File: src/rtl/mmio_fifo_pkg.sv
// rtl/mmio_fifo_pkg.sv - shared register offsets, control bits and status layout
package mmio_fifo_pkg;

    localparam logic [15:0] DATA_OFS   = 16'd0;
    localparam logic [15:0] STATUS_OFS = 16'd2;
    localparam logic [15:0] CTRL_OFS   = 16'd4;

    localparam int FLUSH_BIT = 0;
    localparam int CLR_BIT   = 1;

    // Field order fixes the STATUS bit positions, MSB first.
    typedef struct packed {
        logic [15:0] rsvd_hi;
        logic [15:0] depth;
        logic [11:0] rsvd_mid;
        logic        underflow;
        logic        overflow;
        logic        full;
        logic        empty;
        logic [15:0] count;
    } t_fifo_status;

endpackage

File: src/rtl/circ_buf.sv
// rtl/circ_buf.sv - circular buffer with registered occupancy and flags
module circ_buf #(
    parameter int DEPTH = 8,
    parameter int WIDTH = 64
) (
    input  logic                     clk,
    input  logic                     rst,
    input  logic                     push,
    input  logic [WIDTH-1:0]         push_data,
    input  logic                     pop,
    input  logic                     flush,
    output logic [WIDTH-1:0]         rd_data,
    output logic [$clog2(DEPTH):0]   count,
    output logic                     full,
    output logic                     empty
);
    localparam int AW = $clog2(DEPTH);
    localparam int CW = AW + 1;

    logic [WIDTH-1:0] mem [DEPTH];
    logic [AW-1:0]    wr_ptr;
    logic [AW-1:0]    rd_ptr;
    logic             do_push;
    logic             do_pop;
    logic [CW-1:0]    count_nxt;

    // Pointer width equals log2(DEPTH), so increments wrap modulo DEPTH.
    assign do_push = push & ~full & ~flush;
    assign do_pop  = pop & ~empty & ~flush;
    assign rd_data = mem[rd_ptr];

    always_comb begin
        count_nxt = count;
        if (flush)
            count_nxt = '0;
        else
            count_nxt = count + CW'(do_push) - CW'(do_pop);
    end

    always_ff @(posedge clk or posedge rst) begin
        if (rst) begin
            wr_ptr <= '0;
            rd_ptr <= '0;
            count  <= '0;
            full   <= 1'b0;
            empty  <= 1'b1;
        end else begin
            if (flush) begin
                wr_ptr <= '0;
                rd_ptr <= '0;
            end else begin
                if (do_push) wr_ptr <= wr_ptr + 1'b1;
                if (do_pop)  rd_ptr <= rd_ptr + 1'b1;
            end
            count <= count_nxt;
            full  <= (count_nxt == CW'(DEPTH));
            empty <= (count_nxt == '0);
        end
    end

    always_ff @(posedge clk) begin
        if (do_push) mem[wr_ptr] <= push_data;
    end

endmodule

File: src/rtl/mmio_fifo_port.sv
// rtl/mmio_fifo_port.sv - MMIO window decode onto a 64-bit queue with read responses
module mmio_fifo_port
    import mmio_fifo_pkg::*;
#(
    parameter int          DEPTH      = 8,
    parameter logic [15:0] BASE_ADDR  = 16'h0020,
    parameter logic [63:0] EMPTY_DATA = 64'h0
) (
    input  logic                   clk,
    input  logic                   rst,
    input  logic                   mmio_wr_valid,
    input  logic                   mmio_rd_valid,
    input  logic [15:0]            mmio_addr,
    input  logic [8:0]             mmio_tid,
    input  logic [63:0]            mmio_wr_data,
    output logic                   rsp_valid,
    output logic [8:0]             rsp_tid,
    output logic [63:0]            rsp_data,
    output logic [$clog2(DEPTH):0] count,
    output logic                   full,
    output logic                   empty
);
    logic         hit_data, hit_status, hit_ctrl, hit_any;
    logic         rd_op;
    logic         push, pop, flush, clr;
    logic         overflow, underflow;
    logic [63:0]  buf_data;
    logic [63:0]  rd_sel;
    t_fifo_status status;

    assign hit_data   = (mmio_addr == BASE_ADDR + DATA_OFS);
    assign hit_status = (mmio_addr == BASE_ADDR + STATUS_OFS);
    assign hit_ctrl   = (mmio_addr == BASE_ADDR + CTRL_OFS);
    assign hit_any    = hit_data | hit_status | hit_ctrl;

    // A read colliding with a write is dropped entirely.
    assign rd_op = mmio_rd_valid & ~mmio_wr_valid;
    assign push  = mmio_wr_valid & hit_data;
    assign flush = mmio_wr_valid & hit_ctrl & mmio_wr_data[FLUSH_BIT];
    assign clr   = mmio_wr_valid & hit_ctrl & mmio_wr_data[CLR_BIT];
    assign pop   = rd_op & hit_data;

    circ_buf #(.DEPTH(DEPTH), .WIDTH(64)) u_buf (
        .clk       (clk),
        .rst       (rst),
        .push      (push),
        .push_data (mmio_wr_data),
        .pop       (pop),
        .flush     (flush),
        .rd_data   (buf_data),
        .count     (count),
        .full      (full),
        .empty     (empty)
    );

    always_ff @(posedge clk or posedge rst) begin
        if (rst) begin
            overflow  <= 1'b0;
            underflow <= 1'b0;
        end else if (clr) begin
            overflow  <= 1'b0;
            underflow <= 1'b0;
        end else begin
            if (push & full)  overflow  <= 1'b1;
            if (pop & empty)  underflow <= 1'b1;
        end
    end

    always_comb begin
        status           = '0;
        status.count     = 16'(count);
        status.empty     = empty;
        status.full      = full;
        status.overflow  = overflow;
        status.underflow = underflow;
        status.depth     = 16'(DEPTH);
    end

    always_comb begin
        rd_sel = '0;
        if (hit_data)
            rd_sel = empty ? EMPTY_DATA : buf_data;
        else if (hit_status)
            rd_sel = status;
    end

    always_ff @(posedge clk or posedge rst) begin
        if (rst) begin
            rsp_valid <= 1'b0;
            rsp_tid   <= '0;
            rsp_data  <= '0;
        end else begin
            rsp_valid <= rd_op & hit_any;
            if (rd_op & hit_any) begin
                rsp_tid  <= mmio_tid;
                rsp_data <= rd_sel;
            end
        end
    end

endmodule

File: config.mk
export PLATFORM = sky130hd
export DESIGN_NAME = mmio_fifo_port
export DESIGN_NICKNAME = d
export VERILOG_FILES = /design/src/rtl/mmio_fifo_pkg.sv /design/src/rtl/circ_buf.sv /design/src/rtl/mmio_fifo_port.sv
export SDC_FILE = /design/constraint.sdc
export NUM_CORES = 1
export LEC_CHECK = 0
export BUFFER_PORTS_ARGS = -buffer_cell sky130_fd_sc_hd__buf_2
export CORE_ASPECT_RATIO = 1.75
export CORE_MARGIN = 10
export CORE_UTILIZATION = 40
export DETAILED_ROUTE_END_ITERATION = 8
export PLACE_DENSITY = 0.55
export SLEW_MARGIN = 10
export SYNTH_ARGS = -nofsm -noshare
export SYNTH_HDL_FRONTEND = slang
export SYNTH_SLANG_ARGS = --single-unit
File: constraint.sdc
create_clock -name clk -period 6.5 [get_ports clk]
set_input_delay 0.65 -clock clk [delete_from_list [all_inputs] [get_ports clk]]
set_output_delay 0.65 -clock clk [all_outputs]
set_load 0.02 [all_outputs]
Word level (Yosys, flattened, before mapping)
Memory sizes are Yosys's and may differ from the RTL's.
Cells that the tools add are included.
W data, S select, Z words.
- add/subtract/negate cells: 4
- $mul: 0
- div/mod/pow operators: 0
- $lt $le $gt $ge: 0
- equality and inequality tests: 4
- shift-type cells: 0
- mux-type cells: 14
- bitwise gates (word level): 19
- reductions and logical operators: 5
- operator list (operator ; count):
    $mux W64 ; 2
    $eq A16 B6 Y1 const B ; 3
    $mux W36 ; 1
    $and A1 B1 Y1 ; 13
    $mux W3 ; 4
    $reduce_bool A2 Y1 ; 4
    $add A3 B1 Y3 const B ; 2
    $mux W1 ; 6
    $add A4 B1 Y4 ; 1
    $eq A4 B4 Y1 const B ; 1
    $logic_not A4 Y1 ; 1
    $mux W4 ; 1
    $not A1 Y1 ; 4
    $sub A4 B1 Y4 ; 1
    $or A1 B1 Y1 ; 2
- bits in registers: 88
- bits in latches: 0
- memory bits (writable): 512
- bits in read-only memories: 0
- bits of input ports: 93
- output and inout bits: 80
- word-level logic and storage cells: 57
- memories kept: 1
- memories (name ; words ; width ; rd ports ; clocked after memory_dff ; wr ports ; line ; source):
    u_buf.mem ; 8 ; 64 ; 1 ; 0 ; 1 ; circ_buf.sv:20 ; logic [WIDTH-1:0] mem [DEPTH];

Logic depth before layout (Yosys ltp)
- depth after elaboration: 9
- depth in mapped cells: 10
- mapped depth without buffers: 10

Cells and area by module
From an unflattened synthesis, not the netlist that was laid out.
- cells, all modules: 1119
- area total of the unflattened synthesis: 23344.9 um^2
- modules (own cells, without submodules) (module ; instances ; cells each ; area each (um^2) ; seq. area each (um^2)):
    circ_buf ; 1 ; 809 ; 19892.8 ; 15676.3
    mmio_fifo_port ; 1 ; 310 ; 3452.1 ; 1901.8

Worst setup path before layout
OpenSTA, ideal clock, no wires.
- path kind: input to register
- start: in mmio_addr[4]
- end: mem u_buf.mem[2][0] (enable)
- setup time: 0.565 ns
- data arrival time: 6.005 ns
- data required time: 5.935 ns
- path slack: -0.070 ns
- cell stages on the path: 4
- path buffers: 0
- cell sequence: nor4b_4 -> nand4_2 -> or4_4 -> nor3_1
- cells in the longest elaborated chain, start to end: 7
- elaborated cells on any way between the ends: 10
- classes of those cells: eq/ne (2); mux (2); bitwise (6)
- RTL lines (item ; line ; source):
    from (decl) ; mmio_fifo_port.sv:13 ; input logic [15:0] mmio_addr,
    $eq A16 B6 Y1 ; mmio_fifo_port.sv:33 ; assign hit_ctrl = (mmio_addr == BASE_ADDR + CTRL_OFS);
    $and A1 B1 Y1 (2 in a row) ; mmio_fifo_port.sv:39 ; assign flush = mmio_wr_valid & hit_ctrl & mmio_wr_data[FLUSH_BIT];
    $not A1 Y1 ; circ_buf.sv:28 ; assign do_push = push & ~full & ~flush;
    $and A1 B1 Y1 (*) ; circ_buf.sv:28 ;
    $mux W1 (*) ; circ_buf.sv:62 ; if (do_push) mem[wr_ptr] <= push_data;
    $mux W1 (implied by the code) (*) ; circ_buf.sv:62 ;
    to (decl) ; circ_buf.sv:20 ;
Mark *: on every way between the ends. The rest lies on a longest branch, timed or not.

Worst setup path in the final report
- start: in mmio_addr[4]
- end: mem u_buf.mem[0][24] (enable)
The elaborated chain is that of the path after synthesis.

==> reports/results.ini <==
[place]
port_buffers=172
gp_congestion=0.7757
hpwl_mm=30.05

[logic_synthesis]
synth_edf_count=512
synth_warnings=0
synth_top_area_share_pct=66.54
synth_area_leaders=edfxtp_1 67%, mux4_2 12%, dfrtp_1 9.4%
synthesis.area_um2=23110
ys_types=54
synth-seq-cells=600
synth_nets=1123
seq_area_frac_synth_pct=76.08
yosys-top-cells-count=512 x edfxtp_1, 128 x mux4_2, 87 x dfrtp_1, 65 x mux2i_1, 30 x o2bb2ai_1
synth.avg_cell_area_um2=22.59
ys.flop_type=edfxtp_1
yosysTopAreaCell=edfxtp_1
synthArstFlopShare_pct=14.67
synthMostInstantiatedCell=edfxtp_1
synthCells=1023

[clock_network]
h-tree-depth=2
ctsHoldBuffers=0
clock_sinks=600
cts_resized=0
cts_setup_buffers=0
path_clk_slew_ns=0.07
cts_buffer_depth=3
cts_buffers=54
cts_tree=yes
insertion_delay_ns=0.59
cts.root.buffer_cell=clkbuf_16

[min_path]
hold_path_class=input pin to asynchronous set/reset pin

[critical_path]
timing.rr.end=u_buf.mem[0][24]
arrival_ns=3.74
ff2ff_path_depth=3
crit_path_end_kind=flip-flop
startpoint_type=input pin
r2r_start=u_buf.full
critical_path_class=input pin to flip-flop
cp_max_fo=28
r2r_slack_ns=3.53
cp.required_ns=6.73

[timing]
finalSetupTns_ns=0
fin_crit_sh_pct=54.10
setup_viol=0
fin_skew_ns=0.01470
worst_pin_slew_ns=1.197
final-max-slew-violation-count=0
rsz0062_at_grt=false
fmax_mhz=284.4
period_needed_ns=3.516
hold_viol=0
slew_headroom_pct=19.58

[pwr]
pwr-share-comb_pct=1.5
ir_worst_vdd_v=0.0001698
power_w=0.007637
pwr-share-clk_pct=43.7
p_sw_share_pct=19.43
power_switching_w=0.001484
internal_power_w=0.006153
p_leak_nw=8.894
p_seq_share_pct=54.8
powerDensity_nw_per_um2=286.3

[drt]
first_pass_iters=4
ant_nets=0
drc=0
wl_per_cell_um=24.92
routed_via_density=5.330
vias=10810
drt_iter0_drc=706
wl_mm=50.54

[floorplan]
dieArea_um2=68160
rows=116
ioPinCount=173
initial_core_util_pct=40.41
dieWidth_um=201.7
die_h_um=337.9
coreArea_um2=57180

[layout]
area_growth_pct=15.43
final_nets=1318
final_util_pct=46.64
diodes=0
fillerInstances=4890
drive_gt1_share_pct=37.35

[global_routing]
grt_remaining_overflow=0
antenna_found_initial=16
grt_pass1_wl_mm=76.71
first_global_vias=11820
grt_max_degree=65
grtUsageTotal_pct=14.86

[flow_run]
maxCapViolCount=0

[outcome]
status=complete, no violations

[routing by layer]
layer / track usage (%) / share of wire (%) / vias up
li1: - / - / 4691
met4: 4.685 / 2.4 / 18
met1: 17.74 / 40 / 5717
met3: 2.982 / 5.0 / 99
met2: 26.53 / 53 / 284
met5: 0 / 0.22 / -
[cells in the final DEF (no fill, tap or decap), types with 10 or more instances in the layout]
cell	count
o2bb2ai_2	25
mux2_2	10
buf_4	20
inv_1	12
edfxtp_1	512
mux2i_1	65
mux4_2	128
o2bb2ai_1	30
clkinv_2	12
clkbuf_16	55
dfrtp_1	84
buf_2	172
[layout make-up]
class                      instances  area, um2  share of cell area, %
sequential                       600      17590                  65.95
multi-input combinational        355       5174                  19.40
clock buffer                      64       1440                  5.399
timing repair buffer             193       1031                  3.865
tap                              767      959.7                  3.598
clock inverter                    35      417.9                  1.567
inverter                          14      60.06                 0.2252
[worst max path at each step]
stage,start,end,cells after the start
after floorplan,mmio_addr[4],u_buf.mem[0][0],5
after CTS,mmio_addr[4],u_buf.mem[5][33],6
after global routing,mmio_addr[2],u_buf.mem[5][33],6
after detailed placement,mmio_addr[4],u_buf.mem[5][9],6
final,mmio_addr[4],u_buf.mem[0][24],6
after global placement,mmio_addr[2],u_buf.mem[5][11],6
[sequential cells by signal (all words and copies together), names as in the netlist, 3 cells and up]
register      flops
rsp_tid           9
u_buf.wr_ptr      3
u_buf.count       4
rsp_data         64
u_buf.mem       512
u_buf.rd_ptr      3
[power groups by stage]
stage               Clock, W  Sequential [W]  Combinational (W)
global route         0.00357         0.00418           0.000126
floorplan                  0         0.00427          0.0000263
global placement           0         0.00427           0.000109
detailed placement         0         0.00427           0.000114
CTS                  0.00343         0.00418           0.000115
finish               0.00334         0.00418           0.000112
[critical path, stage by stage]
cell     delay (ns)
buf_2          0.11
nor4b_4        0.37
nand4_2        0.41
or3_1          0.65
nor4_4         0.96
buf_4          0.57
[stage by stage]
step                area (um2)  worst slack (ns)  hold slack [ns]  cells
global route             26670             2.758           0.1547   2028
floorplan                23110            0.8440           0.4923   1023
finish                   26670             2.984           0.1099   2028
CTS                      26670             2.911           0.1176   2028
global placement         24810             2.397           0.4705   1929
detailed placement       24810             2.297           0.4702   1929
[logic make-up after synthesis]
kind of cell | count (synthesis) | share of synthesized area (%)
xor+xnor | 3 | 0.1137
flops | 600 | 76.08
mux | 203 | 15.78
simple gates | 52 | 1.852
fa+ha+maj | 7 | 0.4115
buf+inv | 68 | 1.798
compound gates | 90 | 3.969
(Power assumes the default switching activity.)
